### config.mk
export PLATFORM = sky130hd
export DESIGN_NAME = led_level_driver
export DESIGN_NICKNAME = d
export VERILOG_FILES = /design/src/rtl/led_level_driver_pkg.sv /design/src/rtl/led_level_driver_timebase.sv /design/src/rtl/led_level_driver.sv
export SDC_FILE = /design/constraint.sdc
export NUM_CORES = 1
export LEC_CHECK = 0
export CELL_PAD_IN_SITES_DETAIL_PLACEMENT = 1
export CELL_PAD_IN_SITES_GLOBAL_PLACEMENT = 2
export CORE_MARGIN = 4
export CORE_UTILIZATION = 25
export DETAILED_ROUTE_END_ITERATION = 6
export PLACE_DENSITY = 0.65
export SYNTH_ARGS = -nofsm -noshare
export SYNTH_HDL_FRONTEND = slang
export SYNTH_HIERARCHICAL = 1
export SYNTH_SLANG_ARGS = --single-unit
### constraint.sdc
create_clock -name clk -period 1.7 [get_ports clk]
set_input_delay 0.51 -clock clk [delete_from_list [all_inputs] [get_ports clk]]
set_output_delay 0.51 -clock clk [all_outputs]
set_load 0.1 [all_outputs]
### src/rtl/led_level_driver_pkg.sv
// Shared constants for the LED level driver: display mode encodings, PWM width and the duty compare.
package led_level_driver_pkg;

    localparam int PWM_BITS_DEFAULT = 8;

    typedef enum logic [1:0] {
        MODE_DIM     = 2'd0,
        MODE_BAR     = 2'd1,
        MODE_BIN     = 2'd2,
        MODE_ILLEGAL = 2'd3
    } mode_e;

    function automatic logic pwm_on(input logic [7:0] cnt, input logic [7:0] duty);
        return (cnt < duty);
    endfunction

endpackage

### src/rtl/led_level_driver_timebase.sv
// PWM timebase: a free-running prescaler that produces one step tick, and the 256-step period counter.
module pwm_timebase #(
    parameter int PRESCALE_BITS = 6,
    parameter int PWM_BITS      = 8
) (
    input  logic                clk,
    input  logic                rst_n,
    output logic [PWM_BITS-1:0] pwm_cnt,
    output logic                tick,
    output logic                period_end
);

    logic [PRESCALE_BITS-1:0] presc_q, presc_d;
    logic [PWM_BITS-1:0]      cnt_q, cnt_d;

    always_comb begin
        tick       = (presc_q == {PRESCALE_BITS{1'b1}});
        period_end = tick && (cnt_q == {PWM_BITS{1'b1}});
        presc_d    = presc_q + PRESCALE_BITS'(1);
        cnt_d      = cnt_q;
        if (tick) begin
            cnt_d = cnt_q + PWM_BITS'(1);
        end
    end

    always_ff @(posedge clk) begin
        if (!rst_n) begin
            presc_q <= '0;
            cnt_q   <= '0;
        end else begin
            presc_q <= presc_d;
            cnt_q   <= cnt_d;
        end
    end

    assign pwm_cnt = cnt_q;

endmodule

### src/rtl/led_level_driver.sv
// Maps the rotary encoder level onto four LEDs in one of three display modes selected by the pushbutton.
module led_level_driver
    import led_level_driver_pkg::*;
#(
    parameter int PRESCALE_BITS = 6,
    parameter int PWM_BITS      = PWM_BITS_DEFAULT
) (
    input  logic       clk,
    input  logic       rst_n,
    input  logic [7:0] level,
    input  logic       btn_n,
    output logic [3:0] leds,
    output logic [1:0] mode
);

    logic [PWM_BITS-1:0] pwm_cnt;
    logic                tick;
    logic                period_end;

    mode_e      mode_q, mode_d;
    logic [7:0] level_q, level_d;
    logic [3:0] leds_q, leds_d;
    logic       btn_prev_q, btn_prev_d;
    logic       armed_q, armed_d;
    logic       press;
    logic [1:0] bar_n;
    logic [7:0] bar_f;
    logic [3:0] bar_bits;
    logic       dim_on;

    pwm_timebase #(
        .PRESCALE_BITS(PRESCALE_BITS),
        .PWM_BITS     (PWM_BITS)
    ) u_timebase (
        .clk       (clk),
        .rst_n     (rst_n),
        .pwm_cnt   (pwm_cnt),
        .tick      (tick),
        .period_end(period_end)
    );

    assign bar_n  = level_q[7:6];
    assign bar_f  = {level_q[5:0], 2'b00};
    assign dim_on = pwm_on(pwm_cnt, level_q);

    // Bar graph: fully lit below the partial LED, PWM-dimmed at it, dark above it.
    genvar gi;
    generate
        for (gi = 0; gi < 4; gi++) begin : g_bar
            assign bar_bits[gi] = (2'(gi) < bar_n)  ? 1'b1 :
                                  (2'(gi) == bar_n) ? pwm_on(pwm_cnt, bar_f) : 1'b0;
        end
    endgenerate

    // A button already held at reset must be seen released before a press can count.
    assign press = armed_q && btn_prev_q && !btn_n;

    always_comb begin
        mode_d     = mode_q;
        level_d    = level_q;
        btn_prev_d = btn_n;
        armed_d    = armed_q || btn_n;
        leds_d     = 4'b0000;

        if (tick && period_end) begin
            level_d = level;
        end

        if (mode_q == MODE_ILLEGAL) begin
            mode_d = MODE_DIM;
        end else if (press) begin
            case (mode_q)
                MODE_DIM: mode_d = MODE_BAR;
                MODE_BAR: mode_d = MODE_BIN;
                default:  mode_d = MODE_DIM;
            endcase
        end

        case (mode_q)
            MODE_DIM: leds_d = {4{dim_on}};
            MODE_BAR: leds_d = bar_bits;
            MODE_BIN: leds_d = level[3:0];
            default:  leds_d = 4'b0000;
        endcase
    end

    always_ff @(posedge clk) begin
        if (!rst_n) begin
            mode_q     <= MODE_DIM;
            level_q    <= 8'h00;
            leds_q     <= 4'b0000;
            btn_prev_q <= 1'b1;
            armed_q    <= 1'b0;
        end else begin
            mode_q     <= mode_d;
            level_q    <= level_d;
            leds_q     <= leds_d;
            btn_prev_q <= btn_prev_d;
            armed_q    <= armed_d;
        end
    end

    assign leds = leds_q;
    assign mode = mode_q;

endmodule

After elaboration in Yosys (flattened, before gate mapping):

Cells that the tools add are included.

* register bits after elaboration: 30
* logic and storage cells: 43

* $add $sub $neg: 2
* magnitude comparators: 6
* equality and inequality tests: 8
* multiplexer cells: 10
* bitwise logic cells: 1
* reductions and logical operators: 9

Operators with widths (number)
* < comparator 8 bit: 2
* one-hot mux 4 bit (3 select lines): 1
* adder 8 x 1 -> 8 bit, second input constant: 1
* == test 8 bit, second input constant: 1
* 2-to-1 mux 1 bit: 8
* adder 6 x 1 -> 6 bit, second input constant: 1
* == test 6 bit, second input constant: 1
* == test 2 bit, first input constant: 2
* == test 2 bit, second input constant: 2
* logical AND 1 bit: 4
* logical NOT 2 bit: 2
* < comparator 1 x 2 -> 1 bit, first input constant: 2
* < comparator 2 bit, first input constant: 2
* one-hot mux 2 bit (2 select lines): 1
* == test 1 x 2 -> 1 bit, first input constant: 1
* == test 2 x 1 -> 1 bit, second input constant: 1
* OR reduction 2 bit: 1
* logical NOT 1 bit: 1
* logical OR 1 bit: 1
* inverter 1 bit: 1

Depth between registers and ports, before layout:

* depth after elaboration: 4
* depth in mapped cells: 7

By module:

Netlist, hierarchy kept.

Modules (own cells, without submodules)
* led_level_driver: times used 1, cells each 108, area each 949.7 um2, sequential area each 320.3 um2
* pwm_timebase: times used 1, cells each 73, area each 630.6 um2, sequential area each 280.3 um2

Least setup slack after synthesis:

No wires, ideal clock.

* path kind: reg2reg
* start point: reg mode_q[0], in the netlist mode[0]
* end point: reg mode_q[1], in the netlist mode[1]
* library setup time: 0.118 ns
* arrival time: 1.704 ns
* path slack: -0.122 ns
* stages on the path, launching flop included: 5
* path buffers: 1
* clock period less this slack: 1.822 ns
* cell sequence: dfxtp_1 > buf_2 > and2b_1 > a22oi_1 > nor2b_1

* longest elaborated chain between the ends: 2

Ends and longest elaborated chain
* start, declared: RTL line led_level_driver.sv:20 `mode_e mode_q, mode_d;`
* start signal, assigned: RTL line led_level_driver.sv:95 `mode_q <= mode_d;`
* == test 2 x 1 -> 1 bit, or another cell as far along: RTL line led_level_driver.sv:72 `case (mode_q)`
* one-hot mux 2 bit (2 select lines) or OR reduction 2 bit (tied branches)

Parallel ways exist; a longest one is shown, timed or not.
A chain may end at the register's enable or synchronous reset.

Final worst setup path:

* start point: reg u_timebase.cnt_q[3], in the netlist u_timebase/pwm_cnt[3]
* end point: reg leds_q[3], in the netlist leds[3]

* longest elaborated chain between the ends: 4

Ends and longest elaborated chain
* start, declared: RTL line led_level_driver_timebase.sv:14 `logic [PWM_BITS-1:0] cnt_q, cnt_d;`
* start signal, assigned: RTL line led_level_driver_timebase.sv:32 `cnt_q <= cnt_d;`
* < comparator 8 bit: RTL line led_level_driver_pkg.sv:14 `return (cnt < duty);`
* 2-to-1 mux 1 bit: RTL line led_level_driver.sv:51 `(2'(gi) == bar_n) ? pwm_on(pwm_cnt, bar_f) : 1'b0;`
* 2-to-1 mux 1 bit: RTL line led_level_driver.sv:50 `assign bar_bits[gi] = (2'(gi) < bar_n) ? 1'b1 :`
* one-hot mux 4 bit (3 select lines) (*): RTL line led_level_driver.sv:79 `case (mode_q)`
* end signal, assigned: RTL line led_level_driver.sv:97 `leds_q <= leds_d;`
* end, declared: RTL line led_level_driver.sv:22 `logic [3:0] leds_q, leds_d;`

Mark *: on every way between the ends. The rest lies on a longest branch, timed or not.

==> results.cfg <==
[status]
status = finished, final reports clean

[power]
vdd_ir_drop_max_mv = 0.2965
p_sw_share_pct = 23.70
p_sw_mw = 0.3402
p_int_mw = 1.095
power_density_nw_per_um2 = 675.6
p_leak_nw = 0.7880
seqPwrFrac_pct = 50.9
clkPwrFrac_pct = 41.7
comb_power_share_pct = 7.4

[timing]
worst_pin_slew_ns = 0.3789
max_slew_margin_pct = 74.71
fmax_ghz = 0.6255
timing.final.max_slew_violations = 0
final_hold_viol_count = 0
finClkSkew_ns = 0.005118
fin_crit_ns = 1.599
finalCritPeriodShare_pct = 94.04
setup_violations = 0

[floorplanning]
core_area_um2 = 6026
start_util_pct = 26.23
die_h_um = 87.51
rows = 28
die_x_um = 87.51
dieArea_um2 = 7657
pin_count = 17

[synthesis]
synth-simple-area-share_pct = 23.83
yosysWarnings = 6
yosys-top-cells-count = dfxtp_1, nand2_1, ha_1, nand3_1, inv_1
synth_edf_count = 0
ys_ff_latch = 30
syn-instance-count = 181
yosysTopAreaCell = dfxtp_1
yosysUniqueCellTypes = 37
synth_area_um2 = 1580
ys.flop_type = dfxtp_1
synth.most_common_cell = dfxtp_1
ys_seq_area_share_pct = 38.00
synth_compound_area_share_pct = 19.00
post_synth.cell_area_avg_um2 = 8.731
synth_xor_area_share_pct = 2.217
synth_nets = 206
synthArstFlopShare_pct = 0
synth.area.mux_share_pct = 1.267
ys_top_cells_by_area = dfxtp_1, ha_1, nand2_1
synth_top_area_share_pct = 38.00
synthAdderAreaFrac_pct = 11.08
synth_top_family_by_area = simple AND/OR/NAND/NOR gates

[clock_tree]
cts_tree = done
cts-buffers-inserted = 5
path_clk_slew_ns = 0.07
clkSinkCount = 30
cts.htree.levels = 2
insertion_delay_ns = 0.28
clock_path_buffers = 2
cts-root-buf = clkbuf_8

[worst_setup_path]
worst-r2r-setup-slack_ns = 0.10
cp_data_arrival_time_ns = 1.79
cp.required_ns = 1.90
r2r_cells = 5
crit_fanout = 5
r2r_start = u_timebase/pwm_cnt[3]
end_kind = flop
critPathLaunchType = flop
r2r_end = leds[3]
critPathKind = reg -> reg

[route]
drc_errors = 0
initialDrtViolationCount = 68
dr.pass1.iters = 4
vias = 1429
via_per_inst = 4.962
wl_per_cell_um = 15.68
ant_nets = 0
drt-total-wl_um = 4517

[global_route]
grt_pass1_wl_um = 7514
grt_max_degree = 14
grt_usage_pct = 12.59
grt_pass1_vias = 1532
grt.overflow.total = 0
antenna_found_initial = 0

[finish]
layout.nets = 237
antenna_cells = 0
final_layout_size_suffix_gt1_share_pct = 23.00
utilization_pct = 35.26
fill_cells = 708
areaGrowthSynthToFinish_pct = 34.44
finalNonFillerCells = 288

[placement]
gp_congestion = 0.7998
port_buffers = 16
dp_cells = 277
dp_hpwl_um = 3447

[min_path]
hold_path_depth = 1
hp-start = armed_q
hold_class = reg -> reg
hold_end = armed_q

[run]
cap_violations = 0
## cells in the final DEF, fill, tap and decap left out, drive strengths merged, types with 5 or more instances in the layout
cell / n
clkbuf: 7
nor2: 10
nand3: 13
nand2: 23
clkdlybuf4s50: 10
buf: 20
ha: 14
a21oi: 11
nand4: 5
dfxtp: 30
inv: 12
a21boi: 8
o21ai: 7
## sequential cells by signal, summed over array words and instances, names as in the netlist
signal	cells
armed_q	1
leds	4
level_q	8
mode	2
u_timebase/pwm_cnt	8
btn_prev_q	1
u_timebase/presc_q	6
## worst max-delay path by stage
| stage | start | endpoint | slack (ns) | depth (start not counted) |
|---|---|---|---|---|
| 6_report | u_timebase/pwm_cnt[3] | leds[3] | 0.10 | 5 |
| 5_1_grt | u_timebase/presc_q[1] | level_q[1] | -0.006 | 7 |
| 4_1_cts | u_timebase/presc_q[0] | level_q[6] | 0.03 | 7 |
| 3_5_place_dp | rst_n | u_timebase/presc_q[5] | -0.01 | 3 |
| 3_3_place_gp | rst_n | u_timebase/presc_q[3] | 0.006 | 3 |
| 2_1_floorplan | mode[1] | leds[1] | 0.06 | 3 |
## final cells by class
| type | instances | area (µm²) | share of cell area (%) |
|---|---|---|---|
| clock buffers | 7 | 86.33 | 4.064 |
| clock inverters | 1 | 5.005 | 0.2356 |
| inverters | 12 | 45.04 | 2.120 |
| flip-flops and latches | 30 | 608.1 | 28.62 |
| well taps | 75 | 93.84 | 4.417 |
| multi-input cells | 133 | 963.4 | 45.35 |
| repair buffers | 30 | 322.8 | 15.19 |
## logic make-up (layout without fill, tap and decap cells)
| logic type | count (synthesis) | in the layout |
|---|---|---|
| XOR/XNOR | 4 | 4 |
| buffers and inverters | 18 | 50 |
| flip-flops | 30 | 30 |
| AND/OR/NAND/NOR | 71 | 71 |
| adder cells (fa/ha/maj) | 14 | 14 |
| multiplexers | 2 | 2 |
| AO/OA/AOI/OAI | 42 | 42 |
## stage by stage
step / cell area [µm²] / hold WS (ns) / setup WS [ns] / power [mW] / setup TNS [ns]
after floorplan: 1582 / 0.4297 / 0.06367 / 0.7916 / 0
after global placement: 1951 / 0.4476 / 0.005501 / 0.8473 / 0
after detailed placement: 1951 / 0.4662 / -0.01033 / 0.8500 / -0.02036
after CTS: 2044 / 0.4819 / 0.02987 / 1.448 / 0
after global routing: 2125 / 0.5050 / -0.006000 / 1.500 / -0.006000
final: 2125 / 0.4753 / 0.1013 / 1.435 / 0
## worst max-delay path, stage by stage, from the launching register on
cell and delay (ns):
dfxtp_1 0.46, ha_1 0.28, a21oi_1 0.19, o221a_2 0.28
nand4_1 0.10, a31oi_1 0.20
## power groups by stage
stage	registers [mW]	clock network [mW]	logic [mW]
global placement	0.744	0	0.104
finish	0.730	0.599	0.106
floorplan	0.755	0	0.0370
detailed placement	0.744	0	0.106
global route	0.732	0.654	0.115
CTS	0.729	0.613	0.107
## routing by layer
layer	vias up	share of wire, %	track usage [%]	wire, µm
li1	708	-	-	-
met1	706	47	16.36	2132
met2	13	50	20.75	2260
met3	2	1.9	2.838	84
met4	0	0.86	3.766	39
met5	-	0	0	0
## what timing repair did
action / 4_1_cts / 5_1_grt
pin swaps: 0 / 4
setup endpoints to repair: 7 / 13
gates cloned: 0 / 1
resized for setup: 1 / 17
endpoints found under the hold margin: 0 / 0
hold buffers: 0 / 0
buffers inserted: 0 / 2
Power figures use the tool's default switching activity.
